[src/rtl/a2d_arbiter.sv]
// a2d_arbiter: round-robin sharing of one A2D converter between two requesters, with a conversion watchdog
module a2d_arbiter #(
    parameter int RES_W       = 12,
    parameter int TIMEOUT_CYC = 1023,
    parameter int TO_W        = 10
) (
    input  logic             clk,
    input  logic             rst_n,
    input  logic             req0,
    input  logic [2:0]       chnnl0,
    output logic             gnt0,
    output logic             done0,
    input  logic             req1,
    input  logic [2:0]       chnnl1,
    output logic             gnt1,
    output logic             done1,
    output logic [RES_W-1:0] res,
    output logic             strt_cnv,
    output logic [2:0]       chnnl,
    input  logic             cnv_cmplt,
    input  logic [RES_W-1:0] A2D_res,
    output logic             timeout_err
);
    typedef enum logic [1:0] {IDLE, START, WAIT, DONE} state_t;
    state_t           state, state_nxt;
    logic             gnt0_nxt, gnt1_nxt, done0_nxt, done1_nxt, strt_nxt, to_nxt, last_srv, last_nxt;
    logic [2:0]       chnnl_nxt;
    logic [RES_W-1:0] res_nxt;
    logic [TO_W-1:0]  wd, wd_nxt;
    logic             pick0, expired;

    // req0 wins when alone or when port 1 was served last
    assign pick0   = req0 && (!req1 || last_srv);
    assign expired = wd == TO_W'(TIMEOUT_CYC - 1);

    always_ff @(posedge clk or negedge rst_n) begin
        if (!rst_n) begin
            state       <= IDLE;
            gnt0        <= 1'b0;
            gnt1        <= 1'b0;
            done0       <= 1'b0;
            done1       <= 1'b0;
            strt_cnv    <= 1'b0;
            timeout_err <= 1'b0;
            chnnl       <= '0;
            res         <= '0;
            last_srv    <= 1'b1;
            wd          <= '0;
        end else begin
            state       <= state_nxt;
            gnt0        <= gnt0_nxt;
            gnt1        <= gnt1_nxt;
            done0       <= done0_nxt;
            done1       <= done1_nxt;
            strt_cnv    <= strt_nxt;
            timeout_err <= to_nxt;
            chnnl       <= chnnl_nxt;
            res         <= res_nxt;
            last_srv    <= last_nxt;
            wd          <= wd_nxt;
        end
    end

    always_comb begin
        state_nxt = state;
        gnt0_nxt  = gnt0;
        gnt1_nxt  = gnt1;
        done0_nxt = 1'b0;
        done1_nxt = 1'b0;
        strt_nxt  = 1'b0;
        to_nxt    = timeout_err;
        chnnl_nxt = chnnl;
        res_nxt   = res;
        last_nxt  = last_srv;
        wd_nxt    = wd;
        case (state)
            IDLE: if (req0 || req1) begin
                gnt0_nxt  = pick0;
                gnt1_nxt  = !pick0;
                chnnl_nxt = pick0 ? chnnl0 : chnnl1;
                strt_nxt  = 1'b1;
                last_nxt  = !pick0;
                state_nxt = START;
            end
            START: begin
                wd_nxt    = '0;
                state_nxt = WAIT;
            end
            WAIT: begin
                wd_nxt = wd + 1'b1;
                // completion takes priority over a simultaneous watchdog expiry
                if (cnv_cmplt || expired) begin
                    res_nxt   = cnv_cmplt ? A2D_res : {RES_W{1'b1}};
                    to_nxt    = timeout_err | !cnv_cmplt;
                    done0_nxt = gnt0;
                    done1_nxt = gnt1;
                    gnt0_nxt  = 1'b0;
                    gnt1_nxt  = 1'b0;
                    state_nxt = DONE;
                end
            end
            default: state_nxt = IDLE;
        endcase
    end
endmodule

[config.mk]
export PLATFORM = sky130hd
export DESIGN_NAME = a2d_arbiter
export DESIGN_NICKNAME = d
export VERILOG_FILES = /design/src/rtl/a2d_arbiter.sv
export SDC_FILE = /design/constraint.sdc
export NUM_CORES = 1
export LEC_CHECK = 0
export CORE_MARGIN = 2
export CORE_UTILIZATION = 40
export DETAILED_ROUTE_END_ITERATION = 10
export GPL_TIMING_DRIVEN = 0
export PLACE_DENSITY_LB_ADDON = 0.15
export REMOVE_ABC_BUFFERS = 1
export SLEW_MARGIN = 30
export SYNTH_ARGS = -nofsm -noshare
export SYNTH_HDL_FRONTEND = slang
export SYNTH_SLANG_ARGS = --single-unit
[constraint.sdc]
create_clock -name clk -period 1.95 [get_ports clk]
set_clock_uncertainty 0.2 [all_clocks]
set_input_delay 0.195 -clock clk [delete_from_list [all_inputs] [get_ports clk]]
set_output_delay 0.195 -clock clk [all_outputs]
set_load 0.02 [all_outputs]
# After elaboration in Yosys (flattened, before gate mapping)
# Cells that the tools add are included.
[totals]
register_bits = 34
input_bits = 23
out_inout_bits = 21
[classes]
n_addsub = 1
n_eq_ne = 5
mux = 17
n_bitwise = 1
reduce_logical = 14
[ops]
columns = ["op", "count"]
rows = [
  ["$pmux 10 s2", 1],
  ["$mux 12", 1],
  ["$add 10x1->10 const B", 1],
  ["$eq 10x10->1 const B", 1],
  ["$mux 1", 9],
  ["$pmux 2 s3", 1],
  ["$reduce_and 2->1", 3],
  ["$mux 2", 2],
  ["$ne 2x2->1 const B", 2],
  ["$pmux 1 s2", 2],
  ["$reduce_bool 2->1", 2],
  ["$logic_not 1->1", 3],
  ["$logic_or 1x1->1", 3],
  ["$mux 3", 1],
  ["$reduce_and 3->1", 1],
  ["$eq 2x1->1 const B", 1],
  ["$eq 2x2->1 const B", 1],
  ["$logic_not 2->1", 1],
  ["$logic_and 1x1->1", 1],
  ["$or 1x1->1", 1],
]

# Depth between registers and ports, before layout
# Gate-level depths: netlist of run 1.
[depth]
word_depth = 6
ltp_mapped = 7
depth_no_buf = 5

# Least setup slack after synthesis of run 1
# No wires, ideal clock.
[synth_timing]
kind = "register -> register"
from = "register state[1]"
to = "register wd[8]"
setup_time_ps = 104
arrival_time_ps = 1479
path_slack_ps = 167
stages_incl_launch_ff = 6
path_buffers = 0
cell_sequence = "dfrtp_1 -> inv_1 -> ha_1 -> clkinv_1 -> or3_1 -> o311ai_1"
[synth_between]
elab_chain_len = 2
elab_cells_between_ends = 4
[synth_rtl]
columns = ["element", "line_no", "rtl"]
rows = [
  ["from (decl)", "25", "state_t state, state_nxt;"],
  ["from (signal assigned)", "50", "state <= state_nxt;"],
  ["$eq 2x2->1 / $eq 2x1->1 (equally long branches)", "76", "case (state)"],
  ["$pmux 10 s2 / $reduce_bool 2->1 (equally long branches)", "-", ""],
  ["to (signal assigned)", "60", "wd <= wd_nxt;"],
  ["to (decl)", "29", "logic [TO_W-1:0] wd, wd_nxt;"],
]
# Parallel ways exist; a longest one is shown, timed or not.
# A chain may end at the register's enable or synchronous reset.

# Final worst setup path of run 1
[layout_timing]
from = "input cnv_cmplt"
to = "register res[1]"
[layout_between]
elab_chain_len = 2
elab_cells_between_ends = 3
[layout_rtl]
columns = ["element", "line_no", "rtl"]
rows = [
  ["from (decl)", "20", "input logic cnv_cmplt,"],
  ["$logic_or 1x1->1", "92", "if (cnv_cmplt || expired) begin"],
  ["$reduce_and 2->1 (no line)", "-", ""],
  ["to (signal assigned)", "58", "res <= res_nxt;"],
  ["to (decl)", "17", "output logic [RES_W-1:0] res,"],
]
# Parallel ways exist; a longest one is shown, timed or not.

==> impl_metrics.py, run 1 <==
metrics = {
    "clock_tree": {
        "clock-root-buffer": "clkbuf_8",
        "clk_path_buf_depth": 2,
        "numCtsBuffers": 5,
        "clk_latency_ns": 0.28,
        "cts.sinks": 34,
        "cts-htree-levels": 2,
        "cts_tree": "done",
        "clkTransAtPathRegs_ns": 0.07,
    },
    "run": {
        "maxCapViolCount": 0,
    },
    "routing": {
        "met1Wirelength_mm": 2.042,
        "ant_nets": 0,
        "drc": 0,
        "drtIter0Drc": 75,
        "vias": 1591,
        "met3_length_um": 224,
        "avgRoutedWirePerCell_um": 15.79,
        "wl_mm": 4.406,
        "highest_layer": "met4",
        "drt-pass1-iter-count": 4,
        "vias_per_cell": 5.703,
        "wl_met2_mm": 2.082,
    },
    "floorplanning": {
        "coreArea_um2": 4264,
        "initial_core_util_pct": 40.90,
        "dieWidth_um": 70.04,
        "die_y_um": 70.04,
        "dieArea_um2": 4905,
        "ioPinCount": 44,
        "rows": 24,
    },
    "place": {
        "dp_hpwl_mm": 3.041,
        "gp_congestion": 0.8002,
        "port_buffers": 43,
        "pre_cts_ws_ns": -0.8042,
        "dp.cells": 264,
    },
    "synth": {
        "yosysWarningCount": 0,
        "yosysTopAreaCellShare_pct": 47.35,
        "synth_cells": 176,
        "synth_top_family_by_area": "compound AO/OA/AOI/OAI gates",
        "yosys.area_share.adder_pct": 2.869,
        "ys_ff_latch": 34,
        "synthMuxAreaShare_pct": 1.722,
        "seq_area_frac_synth_pct": 48.85,
        "synth_compound_area_share_pct": 25.47,
        "synth_top_area_cell": "dfrtp_1",
        "synth-xor-area-share_pct": 0,
        "synth-simple-area-share_pct": 16.00,
        "synthArstFlopShare_pct": 100.0,
        "ys_types": 45,
        "syn-mean-instance-area_um2": 9.910,
        "synth.cell_area_um2": 1744,
        "synth-edff-count": 0,
        "synthTopCellsByArea": "dfrtp_1 47%, o22ai_1 5.0%, a21oi_2 4.5%",
        "ys.flop_type": "dfrtp_1",
    },
    "pwr": {
        "p_int_mw": 2.111,
        "p_leak_nw": 0.9746,
        "power_frac_clock_pct": 15.1,
        "peakVddDrop_mv": 0.5618,
        "combPwrFrac_pct": 52.7,
        "power_frac_seq_pct": 32.2,
        "power_switching_mw": 1.441,
        "switching_share_pct": 40.57,
        "p_per_area_nw_per_um2": 1488,
    },
    "worst_setup_path": {
        "cp_max_fo": 16,
        "cp_num_buf_inv": 1,
        "cp.arrival_ns": 1.86,
        "crit_chain": "clkdlybuf4s50_1 -> nand2_1 -> o22ai_1 -> a21oi_4",
        "end_kind": "flip-flop",
        "slowest_delay_ns": 0.86,
        "cp-startpoint": "cnv_cmplt",
        "path_class": "input port to flip-flop",
        "crit_slowest_cell": "clkdlybuf4s50_1",
        "rrSetupSlack_ns": 0.14,
        "required_ns": 1.92,
        "crit_family": "buffers and inverters",
        "ff2ff_path_depth": 5,
        "r2r-end": "wd[9]$_DFFE_PN0P_",
        "critPathLaunchType": "input port",
        "r2r_start": "state[0]$_DFFE_PN0P_",
    },
    "timing": {
        "drv_slew": 0,
        "final-setup-viol-count": 0,
        "min_period_ns": 1.895,
        "final.setup.tns_ns": 0,
        "rsz0062_at_grt": "false",
        "worstMarginPinSlew_ns": 0.6117,
        "slew_headroom_pct": 59.09,
        "max_freq_mhz": 527.8,
        "worst_slack_ns": 0.05520,
        "hold_viol_final": 0,
        "timing.final.crit_share_pct": 97.17,
    },
    "finish": {
        "antennaDiodeCount": 0,
        "drive_gt1_share_pct": 15.86,
        "fin_cells": 279,
        "nFillCells": 386,
        "syn_to_final_growth_pct": 36.87,
        "utilization_pct": 55.99,
        "final_nets": 253,
    },
    "grt": {
        "grt_antenna_before_repair": 0,
        "grt_max_degree": 26,
        "track_usage_pct": 18.60,
        "grt_pass1_wl_mm": 7.293,
        "grt_remaining_overflow": 0,
        "grt_pass1_vias": 1571,
    },
    "run_status": {
        "status": "complete, no violations",
    },
    "min_path": {
        "hold_path_class": "input port to async pin",
    },
}
area by class of cell:
class | count | area [um^2] | area share, %
Timing Repair Buffer | 51 | 500.5 | 20.96
Tap cell | 52 | 65.06 | 2.725
Sequential cell | 34 | 852.1 | 35.69
Clock inverter | 1 | 5.005 | 0.2096
Inverter | 9 | 40.04 | 1.677
Clock buffer | 7 | 86.33 | 3.616
Multi-Input combinational cell | 125 | 838.3 | 35.12
cells in the mapped netlist (3+ instances only):
library cell / number
dfrtp_1: 33
nor2_1: 17
a21oi_2: 9
a21oi_1: 5
ha_1: 4
nand3_1: 8
inv_1: 7
o2bb2ai_1: 3
o21ai_0: 10
nand2_1: 11
o31ai_1: 4
clkbuf_1: 4
mux2i_1: 3
a31oi_1: 5
nor2b_1: 4
o22ai_1: 14
per-stage QoR:
stage / cell area [um^2] / hold slack (ns) / total power, mW
3_5_place_dp: 2200 / -0.1199 / 2.829
6_report: 2387 / 0.1038 / 3.551
3_3_place_gp: 2185 / 0.2489 / 2.750
5_1_grt: 2387 / 0.1209 / 3.783
2_1_floorplan: 1689 / -0.3006 / 2.147
4_1_cts: 2332 / 0.1071 / 3.437
power by group through the flow:
| stage | clock [mW] | sequential [mW] | combinational (mW) |
|---|---|---|---|
| 3_3_place_gp | 0 | 1.13 | 1.62 |
| 5_1_grt | 0.601 | 1.17 | 2.01 |
| 2_1_floorplan | 0 | 1.35 | 0.796 |
| 4_1_cts | 0.555 | 1.14 | 1.74 |
| 3_5_place_dp | 0 | 1.15 | 1.68 |
| 6_report | 0.536 | 1.14 | 1.87 |
kinds of logic (layout without fill, tap and decap cells):
group,after synthesis,in the layout
flops,34,34
compound gates,63,63
buf+inv,17,68
mux,3,3
fa+ha+maj,4,4
simple gates,55,55
layer usage:
layer / global-route usage (%) / vias to the layer above
met5: 0 / -
met2: 30.26 / 45
met3: 5.339 / 8
li1: - / 752
met4: 7.051 / 0
met1: 23.52 / 786
registers in the layout, summed over array words and instances (netlist names), 2 cells and up:
name,cells
chnnl,3
res,12
state,2
wd,10
timing repair:
item	4_1_cts	5_1_grt
resized for setup	9	1
hold buffers	1	0
setup endpoints to repair	27	8
hold endpoints to repair	34	0
buffers inserted	0	6
pin swaps	1	1
worst max path at each step:
stage / to / slack (ns) / cells past startpoint
finish: res[1]$_DFFE_PN0P_ / 0.06 / 4
floorplan: wd[8]$_DFFE_PN0P_ / -0.19 / 5
global route: res[1]$_DFFE_PN0P_ / 0.004 / 4
CTS: wd[9]$_DFFE_PN0P_ / -0.01 / 5
global placement: wd[8]$_DFFE_PN0P_ / -0.66 / 5
detailed placement: wd[8]$_DFFE_PN0P_ / -0.80 / 5
cell usage in the layout, fill, tap and decap left out, types with 2 or more instances in the layout:
cell,instances
inv_1,7
ha_1,2
a31oi_1,5
a21boi_0,2
nand2_1,11
mux2i_1,3
ha_4,2
a21oi_1,5
or4_1,2
clkinv_2,2
a21oi_2,9
buf_4,6
a32oi_1,2
nor2_1,17
nor4_1,2
o22ai_1,14
o31ai_1,4
o2bb2ai_1,3
o21ai_0,10
dfrtp_1,33
clkbuf_8,6
nand3_2,2
nand3_1,7
clkdlybuf4s50_1,42
nor2b_1,4
Note: power is estimated with default switching activity, not from simulation.
==> inputs of run 2 (changes only) <==
--- a/config.mk
+++ b/config.mk
@@ -15,3 +15,4 @@
 export SYNTH_ARGS = -nofsm -noshare
 export SYNTH_HDL_FRONTEND = slang
 export SYNTH_SLANG_ARGS = --single-unit
+export TNS_END_PERCENT = 50
==> results of run 2 <==
No change in the layout: final DEF, timing and power equal those of run 1.
==> inputs of run 3 (changes only) <==
--- a/config.mk
+++ b/config.mk
@@ -7,6 +7,7 @@
 export LEC_CHECK = 0
 export CORE_MARGIN = 2
 export CORE_UTILIZATION = 40
+export CTS_CLUSTER_SIZE = 25
 export DETAILED_ROUTE_END_ITERATION = 10
 export GPL_TIMING_DRIVEN = 0
 export PLACE_DENSITY_LB_ADDON = 0.15
==> constraint.sdc (replaced) <==
create_clock -name clk -period 1.9 [get_ports clk]
set_clock_uncertainty 0.2 [all_clocks]
set_input_delay 0.19 -clock clk [delete_from_list [all_inputs] [get_ports clk]]
set_output_delay 0.19 -clock clk [all_outputs]
set_load 0.02 [all_outputs]
==> impl_metrics.py, run 3 (synthesis gave the netlist of run 1 again) <==
metrics = {
    "run_status": {
        "status": "complete, no violations",
    },
    "place": {
        "dp_hpwl_mm": 3.041,
        "port_buffers": 43,
        "dp.cells": 264,
        "gp_congestion": 0.8002,
    },
    "finish": {
        "antennaDiodeCount": 0,
        "largest_reg_flops": 12,
        "syn_to_final_growth_pct": 36.80,
        "fin_cells": 279,
        "mostFrequentLayoutCells": "42 x clkdlybuf4s50_1, 33 x dfrtp_1, 17 x nor2_1",
        "final_nets": 253,
        "drive_gt1_share_pct": 16.74,
        "max_flop_register": "res",
        "reg.largest.list": "res x12, wd x10, chnnl x3",
        "nFillCells": 386,
        "layout_commonest_cell": "clkdlybuf4s50_1",
    },
    "routing": {
        "wl_mm": 4.392,
        "drc": 0,
        "ant_nets": 0,
        "vias_per_cell": 5.713,
        "drt-pass1-iter-count": 4,
        "vias": 1594,
        "avgRoutedWirePerCell_um": 15.74,
        "drtIter0Drc": 84,
    },
    "worst_setup_path": {
        "crit_chain": "inv_1 -> ha_4 -> clkinv_2 -> or3_1 -> o311ai_1",
        "crit_slowest_cell": "dfrtp_1",
        "required_ns": 1.88,
        "slowest_delay_ns": 0.38,
        "cp_max_fo": 10,
        "path_class": "flip-flop to flip-flop",
        "cp.arrival_ns": 1.79,
        "end_kind": "flip-flop",
        "critPathLaunchType": "flip-flop",
    },
    "clock_tree": {
        "clock-root-buffer": "clkbuf_8",
        "clkTransAtPathRegs_ns": 0.07,
        "cts_tree": "done",
        "cts.sinks": 34,
        "cts-htree-levels": 2,
        "clk_path_buf_depth": 2,
        "clk_latency_ns": 0.29,
        "numCtsBuffers": 5,
    },
    "pwr": {
        "combPwrFrac_pct": 52.6,
        "power_mw": 3.637,
        "peakVddDrop_mv": 0.5780,
        "power_frac_seq_pct": 32.2,
        "switching_share_pct": 40.47,
        "p_leak_nw": 0.9742,
        "power_switching_mw": 1.472,
        "p_int_mw": 2.165,
        "power_frac_clock_pct": 15.2,
        "p_per_area_nw_per_um2": 1524,
    },
    "grt": {
        "grt_pass1_wl_mm": 7.293,
        "grt_max_degree": 26,
        "grt_pass1_vias": 1571,
        "grt_antenna_before_repair": 0,
        "grt_remaining_overflow": 0,
        "track_usage_pct": 18.60,
    },
    "timing": {
        "min_period_ns": 1.809,
        "slew_headroom_pct": 57.06,
        "timing.final.crit_share_pct": 95.20,
        "worstMarginPinSlew_ns": 0.6422,
        "drv_slew": 0,
        "rsz0062_at_grt": "true",
        "hold_viol_final": 0,
        "final-setup-viol-count": 0,
        "holdWs_ns": 0.09708,
        "max_freq_mhz": 552.9,
    },
    "floorplanning": {
        "dieArea_um2": 4905,
        "die_y_um": 70.04,
        "ioPinCount": 44,
        "dieWidth_um": 70.04,
        "coreArea_um2": 4264,
        "initial_core_util_pct": 40.90,
        "rows": 24,
    },
    "min_path": {
        "hold_path_class": "input port to async pin",
    },
    "run": {
        "maxCapViolCount": 0,
    },
}
[run 3: cell counts in the layout (fill, tap and decap cells not counted)]
Identical to the previous run, type by type.
[run 3: path summary, 6_finish.rpt]
| kind | start | endpoint | slack, ns | depth (start not counted) |
|---|---|---|---|---|
| max | state[1]$_DFFE_PN0P_ | wd[8]$_DFFE_PN0P_ | 0.09 | 5 |
| min | rst_n | gnt0$_DFFE_PN0P_ | 0.1 | 2 |
| max reg2reg | state[1]$_DFFE_PN0P_ | wd[8]$_DFFE_PN0P_ | 0.09 | 5 |
| min reg2reg | timeout_err$_DFFE_PN0P_ | timeout_err$_DFFE_PN0P_ | 0.27 | 2 |
| max in group asynchronous | rst_n | res[4]$_DFFE_PN0P_ | 0.98 | 3 |
| min in group clk | timeout_err$_DFFE_PN0P_ | timeout_err$_DFFE_PN0P_ | 0.27 | 2 |
[run 3: critical path, delay by kind of cell (launching register included)]
| kind | cells | cell delay [ns] |
|---|---|---|
| buffers and inverters | 2 | 0.23 |
| DFF | 1 | 0.38 |
| and+or+nand+nor | 1 | 0.34 |
| AOI/OAI and AO/OA | 1 | 0.24 |
| adders and majority gates | 1 | 0.32 |
[run 3: what timing repair did]
item,4_1_cts,5_1_grt
hold buffers,1,0
resized for setup,8,4
setup endpoints to repair,27,20
pin swaps,0,2
buffers inserted,0,6
hold endpoints to repair,34,0
[run 3: layer usage]
| metal | track usage, % | part of all wire [%] |
|---|---|---|
| met4 | 7.051 | 1.5 |
| met1 | 23.52 | 46 |
| met3 | 5.339 | 4.7 |
| met5 | 0 | 0 |
| met2 | 30.26 | 48 |
[run 3: area by class of cell]
cell class	instances	area, um^2	share of cell area (%)
inverters	9	36.28	1.521
repair buffers	51	500.5	20.98
clock inverters	1	5.005	0.2098
well taps	52	65.06	2.727
multi-input cells	125	840.8	35.24
clock buffers	7	86.33	3.618
flip-flops and latches	34	852.1	35.71
[run 3: power groups by stage]
stage	combinational [mW]	clock [mW]	sequential, mW
after floorplan	0.817	0	1.39
after global placement	1.66	0	1.16
after detailed placement	1.73	0	1.18
after CTS	1.78	0.569	1.17
after global routing	2.06	0.617	1.20
final	1.91	0.552	1.17
[run 3: metrics by stage]
stage / cell area, um^2 / TNS [ns] / worst slack (ns) / util [%]
after floorplan: 1689 / -0.2449 / -0.2449 / -
after global routing: 2386 / -0.007518 / -0.007518 / 55.96
final: 2386 / 0 / 0.09127 / 55.96
after detailed placement: 2200 / -11.60 / -0.8542 / 51.58
after CTS: 2328 / -0.1818 / -0.1222 / 54.61
after global placement: 2185 / -18.10 / -0.7097 / 51.23
